$ cat config.mk
export PLATFORM = sky130hd
export DESIGN_NAME = sram_spi_controller
export DESIGN_NICKNAME = d
export VERILOG_FILES = /design/src/rtl/sram_spi_controller.sv
export SDC_FILE = /design/constraint.sdc
export NUM_CORES = 1
export LEC_CHECK = 0
export ABC_AREA = 1
export BUFFER_PORTS_ARGS = -buffer_cell sky130_fd_sc_hd__buf_2
export CORE_MARGIN = 2
export CORE_UTILIZATION = 45
export CTS_CLUSTER_DIAMETER = 80
export CTS_CLUSTER_SIZE = 16
export DETAILED_ROUTE_END_ITERATION = 10
export SYNTH_ARGS = -nofsm -noshare
export SYNTH_HDL_FRONTEND = slang
export SYNTH_SLANG_ARGS = --single-unit
$ cat constraint.sdc
create_clock -name clk -period 2.44 [get_ports clk]
set_input_delay 0.488 -clock clk [delete_from_list [all_inputs] [get_ports clk]]
set_output_delay 0.488 -clock clk [all_outputs]
set_load 0.03 [all_outputs]
$ cat src/rtl/sram_spi_controller.sv
// SPI SRAM job controller: serialises an 8-bit instruction and 24-bit address, then streams
// byte_length bytes in mode 0 at clk/2, bit-serially to/from the requester.
module sram_spi_controller (
    input  logic        clk,
    input  logic        reset_n,
    input  logic [7:0]  inst,
    input  logic [23:0] address,
    input  logic [23:0] byte_length,
    input  logic        write_in,
    output logic        mem_out,
    output logic        io_valid,
    output logic        rw_done,
    output logic        sram_cs_n,
    output logic        sram_sck,
    output logic        sram_mosi,
    input  logic        sram_miso
);

    typedef enum logic [2:0] {StIdle, StCmd, StAddr, StData, StDone} state_e;

    state_e      state;
    logic        phase;     // 0 = sck low phase, 1 = sck high phase; first/second cycle in StDone
    logic        is_read;
    logic [30:0] shreg;     // header bits still to send after the one on sram_mosi
    logic [23:0] len;
    logic [26:0] bit_cnt;   // bits remaining in the current phase, minus one

    always_ff @(posedge clk or negedge reset_n) begin
        if (!reset_n) begin
            state     <= StIdle;
            phase     <= 1'b0;
            is_read   <= 1'b0;
            shreg     <= '0;
            len       <= '0;
            bit_cnt   <= '0;
            sram_cs_n <= 1'b1;
            sram_sck  <= 1'b0;
            sram_mosi <= 1'b0;
            mem_out   <= 1'b0;
            io_valid  <= 1'b0;
            rw_done   <= 1'b0;
        end else begin
            io_valid <= 1'b0;
            rw_done  <= 1'b0;
            case (state)
                StIdle: begin
                    if (inst == 8'd3 || inst == 8'd2) begin
                        state     <= StCmd;
                        is_read   <= (inst == 8'd3);
                        shreg     <= {inst[6:0], address};
                        len       <= byte_length;
                        bit_cnt   <= 27'd7;
                        phase     <= 1'b0;
                        sram_cs_n <= 1'b0;
                        sram_sck  <= 1'b0;
                        sram_mosi <= inst[7];
                    end
                end
                StCmd, StAddr, StData: begin
                    if (!phase) begin
                        phase    <= 1'b1;
                        sram_sck <= 1'b1;
                        // Write data is requested one bit ahead of the bit that carries it.
                        if (!is_read && len != 24'd0 &&
                            ((state == StAddr && bit_cnt == 27'd0) ||
                             (state == StData && bit_cnt != 27'd0))) begin
                            io_valid <= 1'b1;
                        end
                    end else begin
                        phase    <= 1'b0;
                        sram_sck <= 1'b0;
                        if (state == StData && is_read) begin
                            mem_out  <= sram_miso;
                            io_valid <= 1'b1;
                        end
                        if (bit_cnt != 27'd0) begin
                            bit_cnt <= bit_cnt - 27'd1;
                            if (state == StData) begin
                                sram_mosi <= is_read ? 1'b0 : write_in;
                            end else begin
                                sram_mosi <= shreg[30];
                                shreg     <= {shreg[29:0], 1'b0};
                            end
                        end else if (state == StCmd) begin
                            state     <= StAddr;
                            bit_cnt   <= 27'd23;
                            sram_mosi <= shreg[30];
                            shreg     <= {shreg[29:0], 1'b0};
                        end else if (state == StAddr && len != 24'd0) begin
                            state     <= StData;
                            bit_cnt   <= {len, 3'b000} - 27'd1;
                            sram_mosi <= is_read ? 1'b0 : write_in;
                        end else begin
                            state     <= StDone;
                            sram_cs_n <= 1'b1;
                            sram_mosi <= 1'b0;
                        end
                    end
                end
                StDone: begin
                    if (!phase) begin
                        phase   <= 1'b1;
                        rw_done <= 1'b1;
                    end else begin
                        phase <= 1'b0;
                        state <= StIdle;
                    end
                end
                default: state <= StIdle;
            endcase
        end
    end

endmodule

-- Word-level counts from Yosys, hierarchy flattened
Cells that the tools add are included.
- flip-flop bits (word level): 93
- bits in latches: 0
- bits in writable memories: 0
- bits in read-only memories: 0
- input port bits: 60
- memories kept: 0
- $add $sub $neg: 2
- multipliers: 0
- divide/modulo/power cells: 0
- order comparisons: 0
- equality and inequality tests: 15
- shift operators: 0
- mux-type cells: 41
- bitwise logic cells: 0
- reduce and logical (&&, ||, !) cells: 26
- operators with widths (kind ; number):
    $mux W31 ; 5
    $mux W27 ; 5
    $pmux W31 S2 ; 1
    $pmux W27 S2 ; 1
    $sub A27 B1 Y27 const B ; 2
    $logic_not A27 Y1 ; 1
    $reduce_bool A27 Y1 ; 1
    $reduce_bool A24 Y1 ; 1
    $mux W1 ; 18
    $mux W3 ; 6
    $eq A8 B2 Y1 const B ; 2
    $ne A2 B2 Y1 const B ; 6
    $pmux W3 S3 ; 1
    $pmux W1 S2 ; 4
    $reduce_and A4 Y1 ; 2
    $eq A3 B2 Y1 const B ; 2
    $logic_and A1 B1 Y1 ; 6
    $ne A3 B3 Y1 const B ; 2
    $reduce_and A2 Y1 ; 3
    $reduce_and A3 Y1 ; 2
    $reduce_and A6 Y1 ; 1
    $reduce_and A5 Y1 ; 1
    $ne A4 B4 Y1 const B ; 1
    $reduce_bool A2 Y1 ; 2
    other kinds (7) ; 8

-- Longest topological paths before layout
Gate-level depths: netlist (run 1).
- depth after elaboration: 7
- depth in mapped cells: 14
- mapped depth without buffers: 12

-- Least setup slack after synthesis (run 1)
No wires, ideal clock.
- kind: reg2reg
- from: reg len[0]
- to: reg bit_cnt[0]
- data arrival time: 1.662 ns
- data required time: 2.320 ns
- slack: 0.657 ns
- cell stages (with the launch flop): 13
- period minus slack after synthesis: 1.783 ns
- cell sequence: dfrtp_1 > inv_1 > ha_1 > nand2_2 > nor2_4 > nand3_2 > nand2_1 > nand2_1 > nor2_2 > nor2_2 > buf_6 > o21ai_1 > nand2_1
- cells in the longest elaborated chain, start to end: 4
- RTL lines (item ; line ; source):
    start: declaration ; 25 ; logic [23:0] len;
    start signal: assignment ; 51 ; len <= byte_length;
    $reduce_bool A24 Y1 ; 89 ; end else if (state == StAddr && len != 24'd0) begin
    $logic_and A1 B1 Y1 ; 89 ;
    $ne A4 B4 Y1 (no line) ; - ;
    $reduce_and A4 Y1 (no line) ; - ;
    end signal: assignment ; 77 ; bit_cnt <= bit_cnt - 27'd1;
    end signal: assignment ; 91 ; bit_cnt <= {len, 3'b000} - 27'd1;
    end: declaration ; 26 ; logic [26:0] bit_cnt;
No other way between the ends.
A chain may end at the register's enable or synchronous reset.

-- Final worst setup path (run 1)
- from: reg bit_cnt[7]
- to: reg shreg[1]
- cells in the longest elaborated chain, start to end: 4
- elaborated cells on any way between the ends: 7
- those cells by class: 2 x eq/ne; 3 x mux; 2 x reduce/logical
- RTL lines (item ; line ; source):
    $reduce_bool A27 Y1 (*) ; 76 ; if (bit_cnt != 27'd0) begin
    $mux W31 ; 76 ;
    $mux W31 ; 60 ; if (!phase) begin
    $pmux W31 S2 ; 45 ; case (state)
    end signal: assignment ; 50 ; shreg <= {inst[6:0], address};
    end signal: assignment ; 82 ; shreg <= {shreg[29:0], 1'b0};
    end signal: assignment ; 88 ; shreg <= {shreg[29:0], 1'b0};
    end: declaration ; 24 ; logic [30:0] shreg;
Every way passes the cells marked *; elsewhere a longest branch is shown, timed or not. The select of a mux whose other input is x is not followed.

==> results of run 1 <==
[power by group through the flow]
stage               Sequential, uW  Combinational (uW)  Clock (uW)
CTS                           2720                5900        1570
finish                        2730                5880        1540
detailed placement            2730                5890           0
global route                  2810                6790        1630
floorplan                     2650                4410           0
global placement              2740                5870           0
[state kept, by name, indices dropped and copies added (netlist names), 3 cells and up]
name     count
state        3
bit_cnt     27
shreg       31
len         24
[cells by family (layout without fill, tap and decap cells)]
logic type	Yosys count	in the layout	share of synthesized area
adder cells (fa/ha/maj)	3	3	0.00638
XOR/XNOR	15	15	0.0223
buffers and inverters	101	171	0.0717
AO/OA/AOI/OAI	63	63	0.0547
multiplexers	1	1	0.00191
flip-flops	93	93	0.396
AND/OR/NAND/NOR	634	634	0.447
[final timing paths]
kind / startpoint / end / slack, ps / cells past startpoint
setup / recovery: bit_cnt[7] / shreg[1] / 370 / 10
max in group asynchronous: reset_n / shreg[22] / 1300 / 3
setup reg to reg: bit_cnt[7] / shreg[1] / 370 / 10
min in group asynchronous: reset_n / len[22] / 500 / 2
hold reg to reg: sram_cs_n / sram_cs_n / 470 / 2
hold / removal: byte_length[4] / len[4] / 330 / 3
[metal layers]
metal	routed length, um	share of wire	up-vias
met5	0	0	-
met4	491	0.031	0
met3	799	0.051	27
met2	7360	0.47	131
met1	7110	0.45	2606
li1	-	-	2976
[stage by stage]
stage           util  setup slack [ps]  area, um2  hold slack [ps]  total power, uW
2_1_floorplan      -               657       5880              192             7060
3_3_place_gp   0.508               312       6440              324             8620
3_5_place_dp   0.508               287       6440              324             8620
4_1_cts        0.535               238       6770              322            10200
5_1_grt        0.535               105       6780              332            11200
6_report       0.535               368       6780              330            10100
[cells in the final DEF (no fill, tap or decap)]
master and count:
nand2_1 398, nor2_1 107, dfrtp_1 92, nand3_1 80
inv_1 64, buf_2 64, o21ai_0 54, nand4_1 19
buf_4 14, xor2_1 12, inv_2 9, nor2_2 9
clkbuf_16 9, nand2_2 6, a21oi_1 4, nor2_4 4
xnor2_1 3, nand3_2 3, nor3_1 3, ha_1 3
buf_12 3, o22ai_1 2, o21ai_1 2, and3_1 2
clkinvlp_4 2, bufinv_16 2, or2_2 1, mux2_2 1
nand2_4 1, nor3_2 1, a21oi_2 1, clkinv_1 1
inv_8 1, inv_6 1, dlygate4sd3_1 1, dfstp_2 1
[repair_timing]
| action | in CTS | in global routing |
|---|---|---|
| hold endpoints to repair | 7 | 0 |
| hold buffers | 1 | 0 |
| endpoints found under the setup margin | 0 | 11 |
| resized for setup | 0 | 1 |
[Yosys cell counts (all sizes together)]
| cell type | n |
|---|---|
| ha | 3 |
| nor3 | 4 |
| nor2 | 120 |
| o22ai | 2 |
| dfrtp | 92 |
| nand2 | 405 |
| or2 | 1 |
| clkinv | 1 |
| clkbuf | 10 |
| xor2 | 12 |
| nand3 | 83 |
| xnor2 | 3 |
| inv | 73 |
| a21oi | 5 |
| o21ai | 56 |
| nand4 | 19 |
| dfstp | 1 |
| mux2 | 1 |
| and3 | 2 |
| buf | 17 |
[critical path: stages, from the launching register on]
cell and delay, ps:
dfrtp_1 430, nor2_1 190, nand2_1 110, nor2_1 230
nand4_1 230, a21oi_1 310, inv_2 70, nand2_1 130
buf_12 180, nand2_1 70, nand2_1 60
[cell type report]
type	count	area, um2
clock inverters	6	95.1
repair buffers	82	495
inverters	74	278
multi-input cells	716	3140
well taps	172	215
fillers	1336	5890
flip-flops and latches	93	2330
clock buffers	9	225
==> impl_metrics.py, run 1 <==
metrics = {
    "run_status": {
        "outcome": "completed",
    },
    "cts": {
        "cts_setup_buffers": 0,
        "cts_buffer_depth": 2,
        "cts_buffers": 9,
        "cts_htree_levels": 3,
        "cts_tree": "yes",
        "clock-sinks": 93,
        "cts_root_buf": "clkbuf_16",
        "clkLatencyLatePin_ps": 350,
        "clk_pin_slew_ps": 70,
    },
    "logic_synthesis": {
        "synthCells": 910,
        "ys_seq_elements": 93,
        "syn-num-nets": 973,
        "yosysTopAreaCellShare": 0.391,
        "yosysWarnings": 0,
        "synth_area_mm2": 0.00588,
        "synthTopCellsByArea": "dfrtp_1 39%, nand2_1 25%, nor2_1 6.9%, nand3_1 6.8%, o21ai_0 4.6%",
        "syn_avg_cell_area_um2": 6.46,
        "yosysSeqAreaShare": 0.396,
        "ys_types": 32,
        "synth_top_area_cell": "dfrtp_1",
    },
    "route": {
        "vias": 5740,
        "drtIter0Drc": 281,
        "drc": 0,
        "vias_per_cell": 4.98,
        "wl_per_cell_um": 13.7,
        "drtPass1Iterations": 5,
        "wl_um": 15800,
        "ant_nets": 0,
    },
    "global_route": {
        "grt_pass1_wl_um": 26700,
        "antenna_found_initial": 0,
        "busiest_layer": "met2",
        "grt_util_met3": 0.0502,
        "grt_pass1_vias": 5486,
        "grt_usage": 0.238,
        "grt_util_met2": 0.395,
        "grt.overflow.total": 0,
        "grt_max_degree": 53,
        "grtUsageMet1": 0.302,
    },
    "timing": {
        "clock_skew_ps": 6.36,
        "period_minus_slack_ps": 2070,
        "slew_headroom": 0.623,
        "rsz0062_at_grt": "false",
        "finalCritPeriodShare": 0.849,
        "worstMarginPinSlew_ps": 561,
        "fmax_ghz": 0.483,
        "maxSlewViolCount": 0,
        "tns_ps": 0,
        "hold_viol": 0,
        "setup-violations-final": 0,
    },
    "critical_path": {
        "critPathLaunchType": "flip-flop",
        "critPathRequiredTime_ps": 2730,
        "crit_fanout": 27,
        "crit_arrival_ps": 2370,
        "worstSetupPathType": "reg -> reg",
        "end_kind": "flip-flop",
    },
    "power": {
        "peakVddDrop_mv": 0.625,
        "p_sw_frac": 0.511,
        "comb_power_share": 0.580,
        "power_frac_seq": 0.269,
        "internal-power_uw": 4960,
        "clkPwrFrac": 0.151,
        "p_sw_uw": 5180,
        "power_leakage_uw": 0.00360,
        "power_density_mw_per_mm2": 1500,
    },
    "place": {
        "routabilityCongestion": 0.921,
        "dp.cells": 1136,
        "io_buffers": 65,
        "hpwl_um": 11900,
    },
    "final_layout": {
        "num_antenna_cells": 0,
        "drive_gt1_frac": 0.136,
        "finalNonFillerCells": 1152,
        "syn_to_final_growth_pct": 15.2,
        "fin_nets": 1039,
    },
    "die": {
        "dieWidth_um": 118,
        "pin_count": 66,
        "core_area_mm2": 0.0127,
        "num_rows": 41,
        "initial_core_util": 0.464,
        "die_h_um": 118,
        "die_area_mm2": 0.0140,
    },
    "job": {
        "max_cap_violations": 0,
    },
    "hold_path": {
        "hp-class": "in -> reg",
    },
}
(Power assumes the default switching activity.)
==> inputs of run 2 (changes only) <==
- clock period: 2.44 -> 2.1 ns (I/O delays scaled with it)
==> run 2 against run 1 <==
  * Power up 19%
  * First-iteration DRC count up 14%
  * Hold slack worse by 210 ps
  * Largest power group unchanged
  * Global-route usage down 0.39 points
  * Clock-buffer cell count up 3
  * Critical path depth down 1
  * Sequential power up 14%
  * Final area up 1.9%
  * Core utilization up 1.0 points
==> impl_metrics.py, run 2 (synthesized netlist as in run 1, its figures left out) <==
metrics = {
    "final_layout": {
        "num_antenna_cells": 0,
        "drive_gt1_frac": 0.154,
        "fill_cells": 1352,
        "top_register": "shreg",
        "layout_common_cells": "398 x nand2_1, 102 x nor2_1, 92 x dfrtp_1",
        "reg_top3": "shreg x31, bit_cnt x27, len x24",
        "syn_to_final_growth_pct": 17.4,
        "largest_reg_flops": 31,
        "finalNonFillerCells": 1167,
        "multi_input_area_mm2": 0.00316,
        "final-seq-area_mm2": 0.00233,
        "fin_nets": 1053,
        "layout_commonest_cell": "nand2_1",
    },
    "global_route": {
        "grt.overflow.total": 0,
        "antenna_found_initial": 0,
        "grt_pass1_wl_um": 26300,
        "grt_usage": 0.234,
        "grt_pass1_vias": 5333,
        "grt_max_degree": 94,
    },
    "die": {
        "initial_core_util": 0.464,
        "num_rows": 41,
        "die_h_um": 118,
        "dieWidth_um": 118,
        "core_area_mm2": 0.0127,
        "pin_count": 66,
        "die_area_mm2": 0.0140,
    },
    "timing": {
        "period_minus_slack_ps": 1960,
        "maxSlewViolCount": 0,
        "fmax_ghz": 0.510,
        "hold_viol": 0,
        "tns_ps": 0,
        "worstMarginPinSlew_ps": 507,
        "slew_headroom": 0.662,
        "clock_skew_ps": 8.28,
        "rsz0062_at_grt": "false",
        "setup-violations-final": 0,
        "finalCritPeriodShare": 0.934,
    },
    "place": {
        "routabilityCongestion": 0.904,
        "hpwl_um": 11700,
        "dp.cells": 1150,
        "io_buffers": 65,
    },
    "cts": {
        "clkLatencyLatePin_ps": 350,
        "clock-sinks": 93,
        "cts_tree": "yes",
        "cts_buffers": 9,
        "hold_buffers": 0,
        "cts_root_buf": "clkbuf_16",
        "cts_htree_levels": 3,
        "clk_pin_slew_ps": 70,
        "cts_buffer_depth": 2,
    },
    "route": {
        "drc": 0,
        "wl_per_cell_um": 13.5,
        "wl_um": 15700,
        "drtIter0Drc": 319,
        "drtPass1Iterations": 5,
        "ant_nets": 0,
        "vias_per_cell": 4.91,
        "vias": 5735,
    },
    "critical_path": {
        "crit_start": "bit_cnt[25]",
        "end_kind": "flip-flop",
        "slowest_stage": "dfrtp_1",
        "critPathRequiredTime_ps": 2330,
        "r2r_start": "bit_cnt[25]",
        "critPathLaunchType": "flip-flop",
        "crit_arrival_ps": 2190,
        "crit_chain": "nor2_1 > nand2_1 > nor3_2 > nand2_2 > nor2_4 > nand3_2 > nand2_2 > buf_12 > o21ai_0",
        "cpPeakStageDelay_ps": 380,
        "crit_fanout": 39,
        "worstSetupPathType": "reg -> reg",
        "path_common_cell": "nand2_2",
    },
    "hold_path": {
        "hp-class": "in -> async",
    },
    "run_status": {
        "outcome": "completed",
    },
    "power": {
        "power_density_mw_per_mm2": 1740,
        "power_leakage_uw": 0.00369,
        "peakVddDrop_mv": 0.788,
    },
    "job": {
        "max_cap_violations": 0,
    },
}
==> run 2: routing by layer <==
| layer | vias to the layer above | wire length (um) | track usage |
|---|---|---|---|
| li1 | 3008 | - | - |
| met1 | 2604 | 7310 | 0.308 |
| met2 | 110 | 7470 | 0.387 |
| met3 | 13 | 674 | 0.0526 |
| met4 | 0 | 273 | 0.0633 |
| met5 | - | 0 | 0 |
==> run 2: what timing repair did <==
item                                    4_1_cts  5_1_grt
buffers inserted                              0        1
resized for setup                             1        7
gates cloned                                  0        0
endpoints found under the setup margin        4       47
pin swaps                                     0        1
==> run 2: critical path: cells and delay by family, from the launching register on <==
kind,cells,cell delay [ps]
compound gates,1,110
simple gates,7,1120
flops,1,380
buf+inv,1,190
==> run 2: power by group <==
part           switching [uW]  total, uW  internal (uW)
clock network             724       1690            966
registers                 585       3110           2530
logic                    4820       7240           2420
==> run 2: stage by stage <==
step / instance area (um2) / hold WS (ps) / total power (uW) / util / setup WS, ps
3_3_place_gp: 6570 / 453 / 10300 / 0.519 / 39.5
4_1_cts: 6880 / 141 / 12000 / 0.543 / 108
2_1_floorplan: 5880 / 124 / 8200 / - / 317
3_5_place_dp: 6570 / 457 / 10300 / 0.519 / 12.4
5_1_grt: 6910 / 162 / 13200 / 0.545 / 4.13
6_report: 6910 / 119 / 12000 / 0.545 / 140
==> run 2: area by class of cell <==
class                   instances  share of cell area
clock inverters                 4             0.00815
well taps                     172              0.0311
flip-flops and latches         93               0.337
multi-input cells             716               0.458
inverters                      74              0.0402
clock buffers                  12              0.0357
repair buffers                 96              0.0902
==> run 2: final timing paths <==
path	endpoint	slack [ps]	cells after the start
worst max-delay path	bit_cnt[11]	140	9
worst min-delay path	len[21]	120	2
worst max register to register	bit_cnt[11]	140	9
worst min register to register	sram_cs_n	460	2
max in group asynchronous	sram_cs_n	1590	2
min in group clk	len[7]	260	3
==> inputs of run 3 (changes only) <==
- ABC_AREA: 1 -> default
==> run 3 against run 2 <==
  * The flow now finishes with violations (hold timing, setup timing)
  * Routed wire length rose by 0.74%
  * Clock skew rose by 2.4 ps
  * Final area rose by 6.1%
  * Synthesized cell count fell by 43%
  * Critical path depth fell by 2
  * Non-clock buffer count rose by 104
  * Global-route usage rose by 4.3 points
  * First-iteration DRC count fell by 4.4%
  * Combinational power fell by 18%
  * Power fell by 18%
  * Final cell count fell by 27%
==> impl_metrics.py, run 3 <==
metrics = {
    "run_status": {
        "outcome": "complete, but fails checks",
        "violations": "hold timing, setup timing",
    },
    "timing": {
        "setup-violations-final": 64,
        "fin_hold_ws_ps": -19.0,
        "rsz0062_at_grt": "true",
        "finalCritPeriodShare": 1.23,
        "period_minus_slack_ps": 2580,
        "clock_skew_ps": 10.7,
        "worstMarginPinSlew_ps": 735,
        "setup_slack_ps": -480,
        "slew_headroom": 0.508,
        "maxSlewViolCount": 0,
        "hold_viol": 25,
        "fmax_ghz": 0.388,
    },
    "final_layout": {
        "syn_to_final_growth_pct": 45.3,
        "layout_commonest_cell": "buf_4",
        "reg_top3": "shreg x31, bit_cnt x27, len x24",
        "top_register": "shreg",
        "fin_nets": 769,
        "finalNonFillerCells": 851,
        "drive_gt1_frac": 0.449,
        "layout_common_cells": "110 x buf_4, 92 x dfrtp_1, 64 x buf_2",
        "num_antenna_cells": 0,
        "largest_reg_flops": 31,
    },
    "logic_synthesis": {
        "yosysTopAreaCellShare": 0.456,
        "syn-num-nets": 586,
        "synth-simple-area-share": 0.166,
        "async_reset_ff_frac": 1.00,
        "synthCells": 523,
        "synth_xor_area_frac": 0.0382,
        "ys_seq_elements": 93,
        "synth_common_cells": "92 x dfrtp_1, 66 x o21ai_0, 60 x nand2_1",
        "synthTopCellsByArea": "dfrtp_1 46%, o21ai_0 6.5%, mux2i_1 6.0%, mux2_2 5.4%, nand2_1 4.5%",
        "synth_top_family_by_area": "compound AO/OA/AOI/OAI gates",
        "synth_compound_area_frac": 0.178,
        "yosysSeqAreaShare": 0.462,
        "ys_types": 55,
        "synth_top_area_cell": "dfrtp_1",
        "synthFlopType": "dfrtp_1",
        "synthAdderAreaFrac": 0.00744,
        "synth_edf_count": 0,
        "synth_area_mm2": 0.00504,
        "synth_most_common_cell": "dfrtp_1",
        "synthMuxAreaShare": 0.113,
        "yosysWarnings": 0,
        "syn_avg_cell_area_um2": 9.65,
    },
    "route": {
        "drc": 0,
        "wl_um": 15800,
        "vias_per_cell": 5.69,
        "drtPass1Iterations": 5,
        "drtIter0Drc": 305,
        "wl_per_cell_um": 18.6,
        "vias": 4841,
        "ant_nets": 0,
    },
    "global_route": {
        "grt_max_degree": 39,
        "grt.overflow.total": 0,
        "grt_pass1_wl_um": 25300,
        "grt_usage": 0.277,
        "antenna_found_initial": 0,
        "grt_pass1_vias": 4852,
    },
    "place": {
        "routabilityCongestion": 0.886,
        "pre_cts_ws_ps": -470,
        "io_buffers": 65,
        "hpwl_um": 10200,
        "dp.cells": 814,
    },
    "critical_path": {
        "r2r_setup_slack_ps": -480,
        "crit_fanout": 9,
        "crit_arrival_ps": 2860,
        "crit_chain": "or4_4 > or4_4 > o41a_1 > buf_4 > o31ai_4 > nor2_2 > a32o_1",
        "cpPeakStageDelay_ps": 540,
        "r2r_start": "len[19]",
        "worstSetupPathType": "reg -> reg",
        "critPathRequiredTime_ps": 2380,
        "end_kind": "flip-flop",
        "path_common_cell": "or4_4",
        "slowest_stage": "or4_4",
        "reg2regPathDepth": 7,
        "critPathLaunchType": "flip-flop",
        "r2r_end": "bit_cnt[19]",
    },
    "hold_path": {
        "hp-class": "in -> async",
    },
    "power": {
        "power_density_mw_per_mm2": 1350,
        "peakVddDrop_mv": 0.829,
        "finalPower_uw": 9870,
        "power_leakage_uw": 0.00348,
    },
    "cts": {
        "cts_buffers": 9,
        "clk_pin_slew_ps": 110,
        "cts_htree_levels": 3,
        "clkLatencyLatePin_ps": 390,
        "cts_buffer_depth": 2,
        "clock-sinks": 93,
        "cts_root_buf": "clkbuf_8",
        "cts_tree": "yes",
    },
    "die": {
        "die_h_um": 110,
        "pin_count": 66,
        "die_area_mm2": 0.0121,
        "dieWidth_um": 110,
        "num_rows": 38,
        "initial_core_util": 0.463,
        "core_area_mm2": 0.0109,
    },
    "job": {
        "max_cap_violations": 0,
    },
}
## run 3: cell types whose count changed after synthesis, moves of 13 or more
cell,delta
a31oi_1,+13
inv_1,-53
mux2_2,+23
mux2i_1,+30
nand2_1,-338
nand3_1,-69
nand4_1,-15
nor2_1,-85
nor3_1,+19
nor4_1,+13
## run 3: worst max-delay path by stage
| stage | from | to | depth (start not counted) |
|---|---|---|---|
| global placement | len[19] | bit_cnt[19] | 6 |
| floorplan | len[19] | bit_cnt[10] | 8 |
| global route | len[19] | bit_cnt[9] | 7 |
| finish | len[19] | bit_cnt[19] | 7 |
| detailed placement | len[19] | bit_cnt[19] | 6 |
| CTS | len[19] | bit_cnt[21] | 7 |
## run 3: cell families (layout without fill, tap and decap cells)
family,after synthesis,after routing
and+or+nand+nor,166,167
AOI/OAI and AO/OA,145,145
DFF,93,93
muxes,54,54
buffers and inverters,40,227
xor gates and xnor gates,22,22
adders and majority gates,3,3
## run 3: metal layers
layer,vias to the layer above,routed length (um),track usage
met5,-,0,0
met4,0,314,0.0940
met3,31,869,0.0445
met2,142,7550,0.438
met1,2365,7100,0.386
li1,2303,-,-
## run 3: cell type report
cell class / instances / area (um2)
clock buffers: 9 / 124
clock inverters: 7 / 60.1
fillers: 859 / 3560
inverters: 11 / 41.3
multi-input cells: 391 / 2960
flip-flops and latches: 93 / 2330
well taps: 140 / 175
repair buffers: 200 / 1640
## run 3: timing repair
item / in CTS / in global routing
endpoints found under the setup margin: 64 / 64
hold buffers: 0 / 0
resized for setup: 108 / 48
pin swaps: 40 / 17
setup buffers: 13 / 3
gates cloned: 7 / 2
## run 3: stage by stage
stage               area, um2  hold slack (ps)  utilization  TNS [ps]
finish                   7330            -19.0        0.673    -22650
global route             7330             34.2        0.673    -27670
CTS                      7120             5.11        0.654    -20370
detailed placement       6400              426        0.588    -18340
global placement         6400              417        0.588    -17830
floorplan                5070              124            -    -13410
## run 3: where the power goes
| group | total, uW | internal, uW | leakage (uW) | switching (uW) |
|---|---|---|---|---|
| sequential | 2710 | 2290 | 0.00121 | 423 |
| clock | 1190 | 447 | 0.0000840 | 746 |
| combinational | 5960 | 2930 | 0.00218 | 3040 |
## run 3: critical path, delay by kind of cell, from the launching register on
kind                   cells  cell delay (ps)
AOI/OAI and AO/OA          3              820
buffers and inverters      1              160
DFF                        1              390
and+or+nand+nor            3             1120
